<file path="src/rtl/cache_pkg.sv">
// Shared definitions for the direct-mapped word cache: geometry, controller states and
// address field helpers used by both the cache and CPU-side address logic.
package cache_pkg;

    localparam int unsigned DEF_ADDR_W     = 16;
    localparam int unsigned DEF_WORD_W     = 16;
    localparam int unsigned DEF_NUM_LINES  = 8;
    localparam int unsigned DEF_LINE_WORDS = 4;
    localparam int unsigned DEF_CNT_W      = 16;

    localparam int unsigned OFF_B = $clog2(DEF_LINE_WORDS);
    localparam int unsigned IDX_B = $clog2(DEF_NUM_LINES);
    // Bit 0 selects a byte within a word and is never part of the tag.
    localparam int unsigned TAG_B = DEF_ADDR_W - IDX_B - OFF_B - 1;

    typedef enum logic [2:0] {
        StIdle,
        StLookup,
        StRefill,
        StWrite,
        StResp
    } state_e;

    typedef logic [DEF_ADDR_W-1:0] addr_t;
    typedef logic [OFF_B-1:0]      offset_t;
    typedef logic [IDX_B-1:0]      index_t;
    typedef logic [TAG_B-1:0]      tag_t;

    function automatic offset_t addr_offset(input addr_t a);
        return a[OFF_B:1];
    endfunction

    function automatic index_t addr_index(input addr_t a);
        return a[OFF_B+IDX_B:OFF_B+1];
    endfunction

    function automatic tag_t addr_tag(input addr_t a);
        return a[DEF_ADDR_W-1:OFF_B+IDX_B+1];
    endfunction

    function automatic addr_t line_word_addr(input tag_t t, input index_t i, input offset_t o);
        return {t, i, o, 1'b0};
    endfunction

endpackage

</file>
<file path="src/rtl/cache_tag_data_array.sv">
// Valid/tag/data storage for the direct-mapped cache: combinational read port, single
// synchronous write port and a flush that clears every valid bit.
module cache_tag_data_array #(
    parameter int unsigned WORD_W     = 16,
    parameter int unsigned NUM_LINES  = 8,
    parameter int unsigned LINE_WORDS = 4,
    parameter int unsigned TAG_W      = 10,
    parameter int unsigned IDX_W      = $clog2(NUM_LINES),
    parameter int unsigned OFF_W      = $clog2(LINE_WORDS)
) (
    input  logic              clk,
    input  logic              rst,
    input  logic              flush,
    input  logic [IDX_W-1:0]  rd_idx,
    input  logic [OFF_W-1:0]  rd_off,
    output logic              rd_valid,
    output logic [TAG_W-1:0]  rd_tag,
    output logic [WORD_W-1:0] rd_data,
    input  logic [IDX_W-1:0]  wr_idx,
    input  logic [OFF_W-1:0]  wr_off,
    input  logic              wr_tag_en,
    input  logic [TAG_W-1:0]  wr_tag,
    input  logic              wr_valid_en,
    input  logic              wr_valid,
    input  logic              wr_data_en,
    input  logic [WORD_W-1:0] wr_data
);

    logic [NUM_LINES-1:0] valid_q, valid_d;
    logic [TAG_W-1:0]     tag_q  [NUM_LINES];
    logic [TAG_W-1:0]     tag_d  [NUM_LINES];
    logic [WORD_W-1:0]    data_q [NUM_LINES][LINE_WORDS];
    logic [WORD_W-1:0]    data_d [NUM_LINES][LINE_WORDS];

    assign rd_valid = valid_q[rd_idx];
    assign rd_tag   = tag_q[rd_idx];
    assign rd_data  = data_q[rd_idx][rd_off];

    always_comb begin
        valid_d = valid_q;
        tag_d   = tag_q;
        data_d  = data_q;
        if (wr_valid_en) valid_d[wr_idx] = wr_valid;
        if (wr_tag_en)   tag_d[wr_idx] = wr_tag;
        if (wr_data_en)  data_d[wr_idx][wr_off] = wr_data;
        // Flush takes priority so a same-cycle write cannot resurrect a line.
        if (flush)       valid_d = '0;
    end

    always_ff @(posedge clk or posedge rst) begin
        if (rst) begin
            valid_q <= '0;
        end else begin
            valid_q <= valid_d;
        end
    end

    always_ff @(posedge clk) begin
        tag_q  <= tag_d;
        data_q <= data_d;
    end

endmodule

</file>
<file path="src/rtl/direct_mapped_cache.sv">
// Direct-mapped, write-through, no-write-allocate word cache. One outstanding CPU request;
// read misses refill the whole line, every write is forwarded to memory.
module direct_mapped_cache
    import cache_pkg::*;
#(
    parameter int unsigned ADDR_W     = DEF_ADDR_W,
    parameter int unsigned WORD_W     = DEF_WORD_W,
    parameter int unsigned NUM_LINES  = DEF_NUM_LINES,
    parameter int unsigned LINE_WORDS = DEF_LINE_WORDS,
    parameter int unsigned CNT_W      = DEF_CNT_W
) (
    input  logic              clk,
    input  logic              rst,
    input  logic              req_valid,
    output logic              req_ready,
    input  logic              req_we,
    input  logic [ADDR_W-1:0] req_addr,
    input  logic [WORD_W-1:0] req_wdata,
    output logic              resp_valid,
    output logic [WORD_W-1:0] resp_rdata,
    input  logic              flush,
    output logic              mem_req,
    output logic              mem_we,
    output logic [ADDR_W-1:0] mem_addr,
    output logic [WORD_W-1:0] mem_wdata,
    input  logic              mem_ack,
    input  logic [WORD_W-1:0] mem_rdata,
    output logic [CNT_W-1:0]  hit_count,
    output logic [CNT_W-1:0]  miss_count
);

    localparam offset_t LastOff = offset_t'(LINE_WORDS - 1);

    state_e            state_q, state_d;
    logic              we_q, we_d;
    logic [ADDR_W-1:0] addr_q, addr_d;
    logic [WORD_W-1:0] wdata_q, wdata_d;
    offset_t           cnt_q, cnt_d;
    logic              resp_valid_q, resp_valid_d;
    logic [WORD_W-1:0] resp_rdata_q, resp_rdata_d;
    logic              mem_req_q, mem_req_d;
    logic              mem_we_q, mem_we_d;
    logic [ADDR_W-1:0] mem_addr_q, mem_addr_d;
    logic [WORD_W-1:0] mem_wdata_q, mem_wdata_d;
    logic [CNT_W-1:0]  hit_q, hit_d;
    logic [CNT_W-1:0]  miss_q, miss_d;

    logic              arr_flush;
    logic              rd_valid;
    tag_t              rd_tag;
    logic [WORD_W-1:0] rd_data;
    offset_t           wr_off;
    logic              wr_tag_en;
    logic              wr_valid_en;
    logic              wr_valid;
    logic              wr_data_en;
    logic [WORD_W-1:0] wr_data;

    tag_t    req_tag;
    index_t  req_idx;
    offset_t req_off;
    logic    line_hit;

    assign req_tag  = addr_tag(addr_q);
    assign req_idx  = addr_index(addr_q);
    assign req_off  = addr_offset(addr_q);
    assign line_hit = rd_valid && (rd_tag == req_tag);

    cache_tag_data_array #(
        .WORD_W     (WORD_W),
        .NUM_LINES  (NUM_LINES),
        .LINE_WORDS (LINE_WORDS),
        .TAG_W      (TAG_B)
    ) u_array (
        .clk         (clk),
        .rst         (rst),
        .flush       (arr_flush),
        .rd_idx      (req_idx),
        .rd_off      (req_off),
        .rd_valid    (rd_valid),
        .rd_tag      (rd_tag),
        .rd_data     (rd_data),
        .wr_idx      (req_idx),
        .wr_off      (wr_off),
        .wr_tag_en   (wr_tag_en),
        .wr_tag      (req_tag),
        .wr_valid_en (wr_valid_en),
        .wr_valid    (wr_valid),
        .wr_data_en  (wr_data_en),
        .wr_data     (wr_data)
    );

    always_comb begin
        state_d      = state_q;
        we_d         = we_q;
        addr_d       = addr_q;
        wdata_d      = wdata_q;
        cnt_d        = cnt_q;
        resp_valid_d = 1'b0;
        resp_rdata_d = resp_rdata_q;
        mem_req_d    = mem_req_q;
        mem_we_d     = mem_we_q;
        mem_addr_d   = mem_addr_q;
        mem_wdata_d  = mem_wdata_q;
        hit_d        = hit_q;
        miss_d       = miss_q;
        req_ready    = 1'b0;
        arr_flush    = 1'b0;
        wr_off       = req_off;
        wr_tag_en    = 1'b0;
        wr_valid_en  = 1'b0;
        wr_valid     = 1'b0;
        wr_data_en   = 1'b0;
        wr_data      = wdata_q;

        unique case (state_q)
            StIdle: begin
                // A flush blocks acceptance for the cycle it is honoured.
                req_ready = !flush;
                if (flush) begin
                    arr_flush = 1'b1;
                end else if (req_valid) begin
                    we_d    = req_we;
                    addr_d  = req_addr & ~{{(ADDR_W-1){1'b0}}, 1'b1};
                    wdata_d = req_wdata;
                    state_d = StLookup;
                end
            end
            StLookup: begin
                if (we_q) begin
                    mem_req_d   = 1'b1;
                    mem_we_d    = 1'b1;
                    mem_addr_d  = addr_q;
                    mem_wdata_d = wdata_q;
                    state_d     = StWrite;
                end else if (line_hit) begin
                    resp_valid_d = 1'b1;
                    resp_rdata_d = rd_data;
                    if (hit_q != '1) hit_d = hit_q + 1'b1;
                    state_d = StIdle;
                end else begin
                    if (miss_q != '1) miss_d = miss_q + 1'b1;
                    // Line stays invalid until the last refill word lands.
                    wr_tag_en   = 1'b1;
                    wr_valid_en = 1'b1;
                    wr_valid    = 1'b0;
                    cnt_d       = '0;
                    mem_req_d   = 1'b1;
                    mem_we_d    = 1'b0;
                    mem_addr_d  = line_word_addr(req_tag, req_idx, '0);
                    state_d     = StRefill;
                end
            end
            StRefill: begin
                if (mem_ack) begin
                    wr_data_en = 1'b1;
                    wr_off     = cnt_q;
                    wr_data    = mem_rdata;
                    if (cnt_q == req_off) resp_rdata_d = mem_rdata;
                    if (cnt_q == LastOff) begin
                        wr_valid_en = 1'b1;
                        wr_valid    = 1'b1;
                        mem_req_d   = 1'b0;
                        state_d     = StResp;
                    end else begin
                        cnt_d      = cnt_q + 1'b1;
                        mem_addr_d = line_word_addr(req_tag, req_idx, cnt_q + 1'b1);
                    end
                end
            end
            StWrite: begin
                if (mem_ack) begin
                    wr_data_en   = line_hit;
                    mem_req_d    = 1'b0;
                    mem_we_d     = 1'b0;
                    resp_valid_d = 1'b1;
                    state_d      = StIdle;
                end
            end
            StResp: begin
                resp_valid_d = 1'b1;
                state_d      = StIdle;
            end
            default: state_d = StIdle;
        endcase
    end

    always_ff @(posedge clk or posedge rst) begin
        if (rst) begin
            state_q      <= StIdle;
            we_q         <= 1'b0;
            addr_q       <= '0;
            wdata_q      <= '0;
            cnt_q        <= '0;
            resp_valid_q <= 1'b0;
            resp_rdata_q <= '0;
            mem_req_q    <= 1'b0;
            mem_we_q     <= 1'b0;
            mem_addr_q   <= '0;
            mem_wdata_q  <= '0;
            hit_q        <= '0;
            miss_q       <= '0;
        end else begin
            state_q      <= state_d;
            we_q         <= we_d;
            addr_q       <= addr_d;
            wdata_q      <= wdata_d;
            cnt_q        <= cnt_d;
            resp_valid_q <= resp_valid_d;
            resp_rdata_q <= resp_rdata_d;
            mem_req_q    <= mem_req_d;
            mem_we_q     <= mem_we_d;
            mem_addr_q   <= mem_addr_d;
            mem_wdata_q  <= mem_wdata_d;
            hit_q        <= hit_d;
            miss_q       <= miss_d;
        end
    end

    assign resp_valid = resp_valid_q;
    assign resp_rdata = resp_rdata_q;
    assign mem_req    = mem_req_q;
    assign mem_we     = mem_we_q;
    assign mem_addr   = mem_addr_q;
    assign mem_wdata  = mem_wdata_q;
    assign hit_count  = hit_q;
    assign miss_count = miss_q;

endmodule

</file>
<file path="config.mk">
export PLATFORM = sky130hd
export DESIGN_NAME = direct_mapped_cache
export DESIGN_NICKNAME = d
export VERILOG_FILES = /design/src/rtl/cache_pkg.sv /design/src/rtl/cache_tag_data_array.sv /design/src/rtl/direct_mapped_cache.sv
export SDC_FILE = /design/constraint.sdc
export NUM_CORES = 1
export LEC_CHECK = 0
export CORE_ASPECT_RATIO = 1.1
export CORE_MARGIN = 3
export CORE_UTILIZATION = 60
export DETAILED_ROUTE_END_ITERATION = 6
export PLACE_DENSITY = 0.79
export SLEW_MARGIN = 20
export SYNTH_ARGS = -nofsm -noshare
export SYNTH_HDL_FRONTEND = slang
export SYNTH_SLANG_ARGS = --single-unit
export TNS_END_PERCENT = 100
</file>
<file path="constraint.sdc">
create_clock -name clk -period 11.94 [get_ports clk]
set_input_delay 3.582 -clock clk [delete_from_list [all_inputs] [get_ports clk]]
set_output_delay 3.582 -clock clk [all_outputs]
set_load 0.005 [all_outputs]
</file>
* Word-level counts from Yosys, hierarchy flattened
Index checks and enable logic that the tools add are counted.
** Word-level totals
- Register bits after elaboration :: 720
- Output and inout bits :: 84
- Word-level logic and storage cells :: 186
** Cells by class
- $add $sub $neg :: 3
- $lt $le $gt $ge :: 7
- Equal/unequal tests :: 20
- Muxes and demuxes :: 76
- Bitwise logic cells :: 6
- Reductions and logical operators :: 20
** Operators with widths (number)
- bitwise mux 512 bit :: 1
- 2-to-1 mux 16 bit :: 13
- binary-select mux 64 bit (select 3 bit) :: 1
- demux 64 bit (select 3 bit) :: 1
- 2-to-1 mux 64 bit :: 3
- bitwise mux 80 bit :: 1
- one-hot mux 16 bit (2 select lines) :: 2
- adder 16 x 1 -> 16 bit, second input constant :: 2
- binary-select mux 16 bit (select 2 bit) :: 1
- demux 16 bit (select 2 bit) :: 1
- != test 16 bit, second input constant :: 2
- binary-select mux 10 bit (select 3 bit) :: 1
- demux 10 bit (select 3 bit) :: 1
- 2-to-1 mux 10 bit :: 3
- 2-to-1 mux 1 bit :: 22
- != test 2 bit, second input constant :: 10
- AND reduction 5 bit :: 4
- 2-to-1 mux 2 bit :: 8
- 2-to-1 mux 8 bit :: 2
- 2-to-1 mux 3 bit :: 5
- one-hot mux 3 bit (4 select lines) :: 1
- AND reduction 4 bit :: 3
- equality test 10 bit :: 1
- bitwise mux 8 bit :: 1
- 28 further kinds :: 42

* Depth between registers and ports, before layout
Gate-level depths: netlist of run 1.
- Word-level depth :: 11
- Gate-level depth with buffers :: 13

* Hierarchy
A second synthesis of run 1 with hierarchy kept.
** Unflattened totals
- Cells, all modules :: 1730
- Area, all modules :: 29226.8 sq um
** By module, submodules not included
- cache_tag_data_array :: instances 1, cells an instance 1296, area an instance 23636.4 sq um
- direct_mapped_cache :: instances 1, cells an instance 434, area an instance 5590.4 sq um

* Worst setup path after synthesis of run 1
Ideal clock, no wire load.
- Path kind :: input-to-output
- From :: in flush
- To :: out req_ready
- Data arrival time :: 3864 ps
- Required time :: 8358 ps
- Path slack :: 4494 ps
- Stages :: 1
- Cell sequence :: nor4_1
** On the way
- Cells in the longest elaborated chain, start to end :: 2
** Ends and longest elaborated chain
- from (decl) :: line direct_mapped_cache.sv:21 : input logic flush,
- zero test 1 bit :: line direct_mapped_cache.sv:119 : req_ready = !flush;
- 2-to-1 mux 1 bit :: line direct_mapped_cache.sv:116 : unique case (state_q)
- to (decl) :: line direct_mapped_cache.sv:15 : output logic req_ready,
Every way passes these cells.

* Worst setup path in the final report of run 1
Ends and elaborated chain as after synthesis.

==> results of run 1 <==
area by class of cell:
cell class,count,area [um2]
Clock buffer,85,1870
Fill cell,2824,13700
Clock inverter,34,323
Timing Repair Buffer,199,1830
Multi-Input combinational cell,948,7270
Sequential cell,719,21000
Tap cell,637,797
Inverter,7,31.3
cell usage after synthesis (all sizes together) (4+ instances only):
library cell / n
a211oi: 11
a21oi: 75
a221o: 5
a221oi: 24
a22o: 31
a22oi: 92
a31oi: 11
a32oi: 4
and2: 13
and3: 21
buf: 36
clkbuf: 81
dfrtp: 127
edfxtp: 592
inv: 7
mux2: 130
mux2i: 56
mux4: 21
nand2: 102
nand2b: 5
nand3: 39
nand3b: 5
nand4: 31
nor2: 43
nor2b: 11
nor3: 52
nor4: 9
o2111ai: 4
o211ai: 16
o21ai: 49
o22ai: 13
xnor2: 15
xor2: 21
state kept, by name, summed over array words and instances, names as in the netlist:
name             flops
addr_q              15
cnt_q                2
hit_count           16
mem_addr            15
mem_req              1
mem_wdata           16
mem_we               1
miss_count          16
resp_rdata          16
resp_valid           1
state_q              3
u_array.data_q     512
u_array.tag_q       80
u_array.valid_q      8
wdata_q             16
we_q                 1
power by group through the flow:
| stage | clock [W] | combinational (W) | sequential, W |
|---|---|---|---|
| 2_1_floorplan | 0 | 0.00161 | 0.00346 |
| 3_3_place_gp | 0 | 0.00252 | 0.00363 |
| 3_5_place_dp | 0 | 0.00260 | 0.00365 |
| 4_1_cts | 0.00216 | 0.00263 | 0.00360 |
| 5_1_grt | 0.00225 | 0.00282 | 0.00363 |
| 6_report | 0.00214 | 0.00270 | 0.00360 |
through the flow:
stage	cells	cell area [um2]	power [W]	worst slack, ns
final	2629	33100	0.00844	3.34
after CTS	2629	33100	0.00838	3.34
after global routing	2629	33100	0.00871	3.28
after detailed placement	2510	30900	0.00625	3.35
after floorplan	1791	28500	0.00507	4.49
after global placement	2510	30900	0.00615	3.36
how the worst max path moves through the flow:
stage,start,endpoint,slack (ns),cells after the start
final,flush,req_ready,3.34,3
after global routing,flush,req_ready,3.28,3
after CTS,flush,req_ready,3.34,3
after detailed placement,flush,req_ready,3.35,3
after global placement,flush,req_ready,3.36,3
after floorplan,flush,req_ready,4.49,1
worst max-delay path, delay by kind of cell:
family | cells | cell delay, ns
buf+inv | 2 | 1.06
simple gates | 1 | 0.38
per-layer routing:
| metal | global-route usage | wire, um |
|---|---|---|
| met1 | 0.406 | 26900 |
| met2 | 0.461 | 35400 |
| met3 | 0.0689 | 9390 |
| met4 | 0.169 | 4470 |
| met5 | 0 | 46 |
cells by family after synthesis:
| logic type | after synthesis | synth area share |
|---|---|---|
| AO/OA/AOI/OAI | 355 | 0.0863 |
| XOR/XNOR | 36 | 0.0111 |
| adder cells (fa/ha/maj) | 3 | 0.00132 |
| buffers and inverters | 124 | 0.0182 |
| flip-flops | 719 | 0.735 |
| multiplexers | 207 | 0.0877 |
| other | 1 | 0.000131 |
| AND/OR/NAND/NOR | 346 | 0.0607 |
==> flow_metrics.py, run 1 <==
metrics = {
    "clocking": {
        "insertion_delay_ns": 0.61,
        "cts_hold_buf": 0,
        "cts_setup_buffers": 0,
        "cts_tree": "yes",
        "clockBufferDepth": 3,
        "cts_resized": 0,
        "cts.reportedPaths.clkPinSlew_ns": 0.06,
        "htree_levels": 3,
        "cts-root-buf": "clkbuf_16",
        "cts-buffers-inserted": 68,
        "cts_num_sinks": 719,
    },
    "critical_path": {
        "crit_type": "in -> out",
        "cp_max_fo": 2,
        "crit_chain": "clkdlybuf4s50_1, nor4_1, clkdlybuf4s50_1",
        "r2r_cells": 11,
        "rrSetupSlack_ns": 6.26,
        "r2r-start": "addr_q[4]",
        "cp-start-kind": "input port",
        "cpMaxStageDelayCell": "clkdlybuf4s50_1",
        "critPathRequiredTime_ns": 8.36,
        "cpPeakStageDelay_ns": 0.59,
        "cp-end-kind": "output pin",
        "r2r_end": "u_array.data_q[379]",
        "cpMostUsedCell": "clkdlybuf4s50_1",
        "cp_data_arrival_time_ns": 5.02,
    },
    "cells_and_area": {
        "area_growth_pct": 16.0,
        "antennaDiodeCount": 0,
        "drive_above_1_share": 0.177,
        "finish.utilization": 0.707,
        "mostFrequentLayoutCells": "592 x edfxtp_1, 135 x clkdlybuf4s50_1, 123 x dfrtp_1",
        "layout_commonest_cell": "edfxtp_1",
        "nNetsFinal": 2000,
    },
    "timing": {
        "min_period_ns": 8.60,
        "timing.hold.ws_ns": 0.487,
        "skew_ns": 0.0244,
        "grt_setup_unrepaired": "false",
        "period_share": 0.720,
        "drv_slew": 0,
        "finalHoldViolations": 0,
        "setup_viol_count_final": 0,
        "setup_tns_ns": 0,
        "tightest_slew_ns": 1.18,
        "fmax_mhz": 116,
        "slew_headroom": 0.211,
    },
    "synthesis": {
        "synth.distinct_cells": 67,
        "synth.yosys.seq_area_share": 0.735,
        "synth_ff_type": "edfxtp_1",
        "synth_top_cell_area_share": 0.623,
        "ys_async_sr_fraction": 0.177,
        "ys_seq_elements": 719,
        "synth_area_leaders": "edfxtp_1 62%, dfrtp_1 11%, mux2_2 4.5%",
        "yosysWarnings": 0,
        "synth_edf_count": 592,
        "synth_area_um2": 28500,
        "yosysTopAreaCell": "edfxtp_1",
        "avgSynthCellArea_um2": 15.9,
        "synth_nets": 1848,
        "synthesis.instances": 1791,
    },
    "drt": {
        "routed_wl_mm": 76.2,
        "drt_iter0_drc": 2937,
        "via_count": 17700,
        "wl_per_cell_um": 29.0,
        "final_antenna_net_count": 0,
        "post-route-drc-count": 0,
        "drt-vias-per-instance": 6.73,
        "dr.pass1.iters": 6,
    },
    "die": {
        "ios": 138,
        "fp.coreArea_um2": 46800,
        "rows": 83,
        "start_util": 0.609,
        "dieArea_um2": 50200,
        "die_h_um": 235,
        "die_w_um": 214,
    },
    "power": {
        "clockPowerShare": 0.254,
        "p_leak_nw": 11.3,
        "p_switching_w": 0.00296,
        "p_comb_frac": 0.320,
        "p_int_w": 0.00548,
        "cellPowerDensity_nw_per_um2": 255,
        "max-vdd-ir-drop_v": 0.000123,
        "swShare": 0.351,
        "power_frac_seq": 0.426,
    },
    "hold_path": {
        "hold_path_class": "reg -> reg",
        "min_to": "resp_rdata[1]",
        "holdPathStages": 1,
        "hold_start": "resp_rdata[1]",
    },
    "grt": {
        "antenna_found_initial": 4,
        "grt_pass1_vias": 17600,
        "grt_max_degree": 72,
        "track_usage": 0.302,
        "grt_pass1_wl_mm": 111,
        "overflow": 0,
    },
    "placed_design": {
        "io_buffers": 135,
        "dp_hpwl_mm": 44.7,
        "place.gp.congestion": 0.887,
    },
    "run_status": {
        "status": "finished clean",
    },
    "run": {
        "cap_violations": 0,
    },
}
No activity file was read; power rests on OpenSTA's default activity.
==> run 2: changes to the inputs <==
- clock period: 11.94 -> 8.7 ns (I/O delays scaled with it)
==> run 2 against run 1 <==
Final cell count increased by 0.23%. Critical path depth unchanged. Sequential share of layout area increased by 0.22 points. Wire length increased by 0.19%. Sequential power increased by 38%. Clock power increased by 29%. Combinational power increased by 36%. Die area unchanged. Core utilization decreased by 0.25 points. Worst hold slack got worse by 0.00072 ns. Critical endpoint unchanged. Largest power group unchanged.
==> flow_metrics.py, run 2 (same netlist as run 1, synthesis figures left out) <==
metrics = {
    "clocking": {
        "cts_num_sinks": 719,
        "cts_setup_buffers": 0,
        "cts.reportedPaths.clkPinSlew_ns": 0.06,
        "clockBufferDepth": 3,
        "cts_tree": "yes",
        "htree_levels": 3,
        "cts-buffers-inserted": 69,
        "cts_hold_buf": 0,
        "insertion_delay_ns": 0.60,
        "cts-root-buf": "clkbuf_16",
        "cts_resized": 0,
    },
    "cells_and_area": {
        "layout_commonest_cell": "edfxtp_1",
        "largest_register_ffs": 512,
        "top_regs": "u_array.data_q x512, u_array.tag_q x80",
        "drive_above_1_share": 0.177,
        "area_growth_pct": 15.6,
        "nNetsFinal": 2004,
        "top_register": "u_array.data_q",
        "n_fill_cell": 2913,
        "mostFrequentLayoutCells": "592 x edfxtp_1, 135 x clkdlybuf4s50_1, 123 x dfrtp_1",
    },
    "die": {
        "dieArea_um2": 50200,
        "start_util": 0.609,
        "ios": 138,
        "fp.coreArea_um2": 46800,
        "die_w_um": 214,
        "rows": 83,
        "die_h_um": 235,
    },
    "critical_path": {
        "crit_path_start": "flush",
        "cpMaxStageDelayCell": "clkdlybuf4s50_1",
        "r2r_end": "u_array.data_q[175]",
        "rrSetupSlack_ns": 2.95,
        "cp_data_arrival_time_ns": 4.08,
        "cp_max_fo": 2,
        "crit_path_end": "req_ready",
        "crit_chain": "clkdlybuf4s50_1, nor4_1, clkdlybuf4s50_1",
        "cp-start-kind": "input port",
        "r2r_cells": 10,
        "cpMostUsedCell": "clkdlybuf4s50_1",
        "crit_type": "in -> out",
        "cp-end-kind": "output pin",
        "critPathRequiredTime_ns": 6.09,
        "r2r-start": "addr_q[4]",
        "cpPeakStageDelay_ns": 0.60,
    },
    "timing": {
        "skew_ns": 0.0231,
        "setup_viol_count_final": 0,
        "timing.final.ws_setup_ns": 2.01,
        "period_share": 0.770,
        "grt_setup_unrepaired": "false",
        "setup_tns_ns": 0,
        "drv_slew": 0,
        "min_period_ns": 6.69,
        "slew_headroom": 0.235,
        "fmax_mhz": 149,
        "finalHoldViolations": 0,
        "tightest_slew_ns": 1.14,
    },
    "drt": {
        "wl_per_cell_um": 29.0,
        "drt-vias-per-instance": 6.76,
        "final_antenna_net_count": 0,
        "post-route-drc-count": 0,
        "routed_wl_mm": 76.4,
        "dr.pass1.iters": 6,
        "via_count": 17800,
        "drt_iter0_drc": 2517,
    },
    "power": {
        "power_frac_seq": 0.435,
        "p_comb_frac": 0.323,
        "p_switching_w": 0.00405,
        "p_leak_nw": 11.2,
        "clockPowerShare": 0.243,
        "swShare": 0.355,
        "max-vdd-ir-drop_v": 0.000181,
        "p_int_w": 0.00737,
        "cellPowerDensity_nw_per_um2": 346,
    },
    "hold_path": {
        "hold_path_class": "reg -> reg",
        "holdPathStages": 1,
        "hold_start": "mem_addr[7]",
    },
    "grt": {
        "grt_max_degree": 70,
        "overflow": 0,
        "antenna_found_initial": 4,
        "track_usage": 0.304,
        "grt_pass1_vias": 17600,
        "grt_pass1_wl_mm": 113,
    },
    "placed_design": {
        "io_buffers": 135,
        "dp_hpwl_mm": 44.9,
        "place.gp.congestion": 0.908,
        "dp_slack_ns": 2.00,
    },
    "run": {
        "cap_violations": 0,
    },
    "run_status": {
        "status": "finished clean",
    },
}
-- run 2: worst min-delay path by stage --
stage                endpoint  slack (ns)
3_5_place_dp      mem_addr[7]        0.48
6_report          mem_addr[7]        0.49
3_3_place_gp    resp_rdata[3]        0.47
4_1_cts          hit_count[5]        0.49
2_1_floorplan  miss_count[14]        0.48
5_1_grt           mem_addr[7]        0.51
-- run 2: power by group through the flow --
stage	Clock, W	Sequential (W)	Combinational (W)
6_report	0.00277	0.00496	0.00368
5_1_grt	0.00293	0.00501	0.00386
4_1_cts	0.00280	0.00496	0.00359
3_5_place_dp	0	0.00502	0.00355
3_3_place_gp	0	0.00499	0.00344
2_1_floorplan	0	0.00475	0.00220
-- run 2: layer usage --
metal,track usage,up-vias,share of wire
met5,0,-,0.0014
met4,0.153,8,0.052
met3,0.0730,272,0.12
met2,0.467,1312,0.47
met1,0.412,8868,0.36
li1,-,7364,-
-- run 2: through the flow --
step                area, um2  instances   util  hold WS (ns)  total power (W)
floorplan               28500       1791      -         0.478          0.00695
detailed placement      30900       2513  0.660         0.481          0.00857
CTS                     32900       2634  0.703         0.492           0.0113
global route            33000       2634  0.704         0.507           0.0118
global placement        30900       2513  0.660         0.468          0.00844
finish                  33000       2635  0.704         0.486           0.0114
-- run 2: worst max-delay path, delay by kind of cell --
| family | cells | cell delay (ns) |
|---|---|---|
| buf+inv | 2 | 1.06 |
| simple gates | 1 | 0.41 |
-- run 2: final cells by class --
type	instances	area [um2]	area share
well taps	637	797	0.0242
clock inverters	30	178	0.00539
diodes	1	2.50	0.0000759
clock buffers	91	1880	0.0569
repair buffers	202	1850	0.0562
flip-flops and latches	719	21000	0.636
multi-input cells	948	7270	0.220
inverters	7	31.3	0.000949
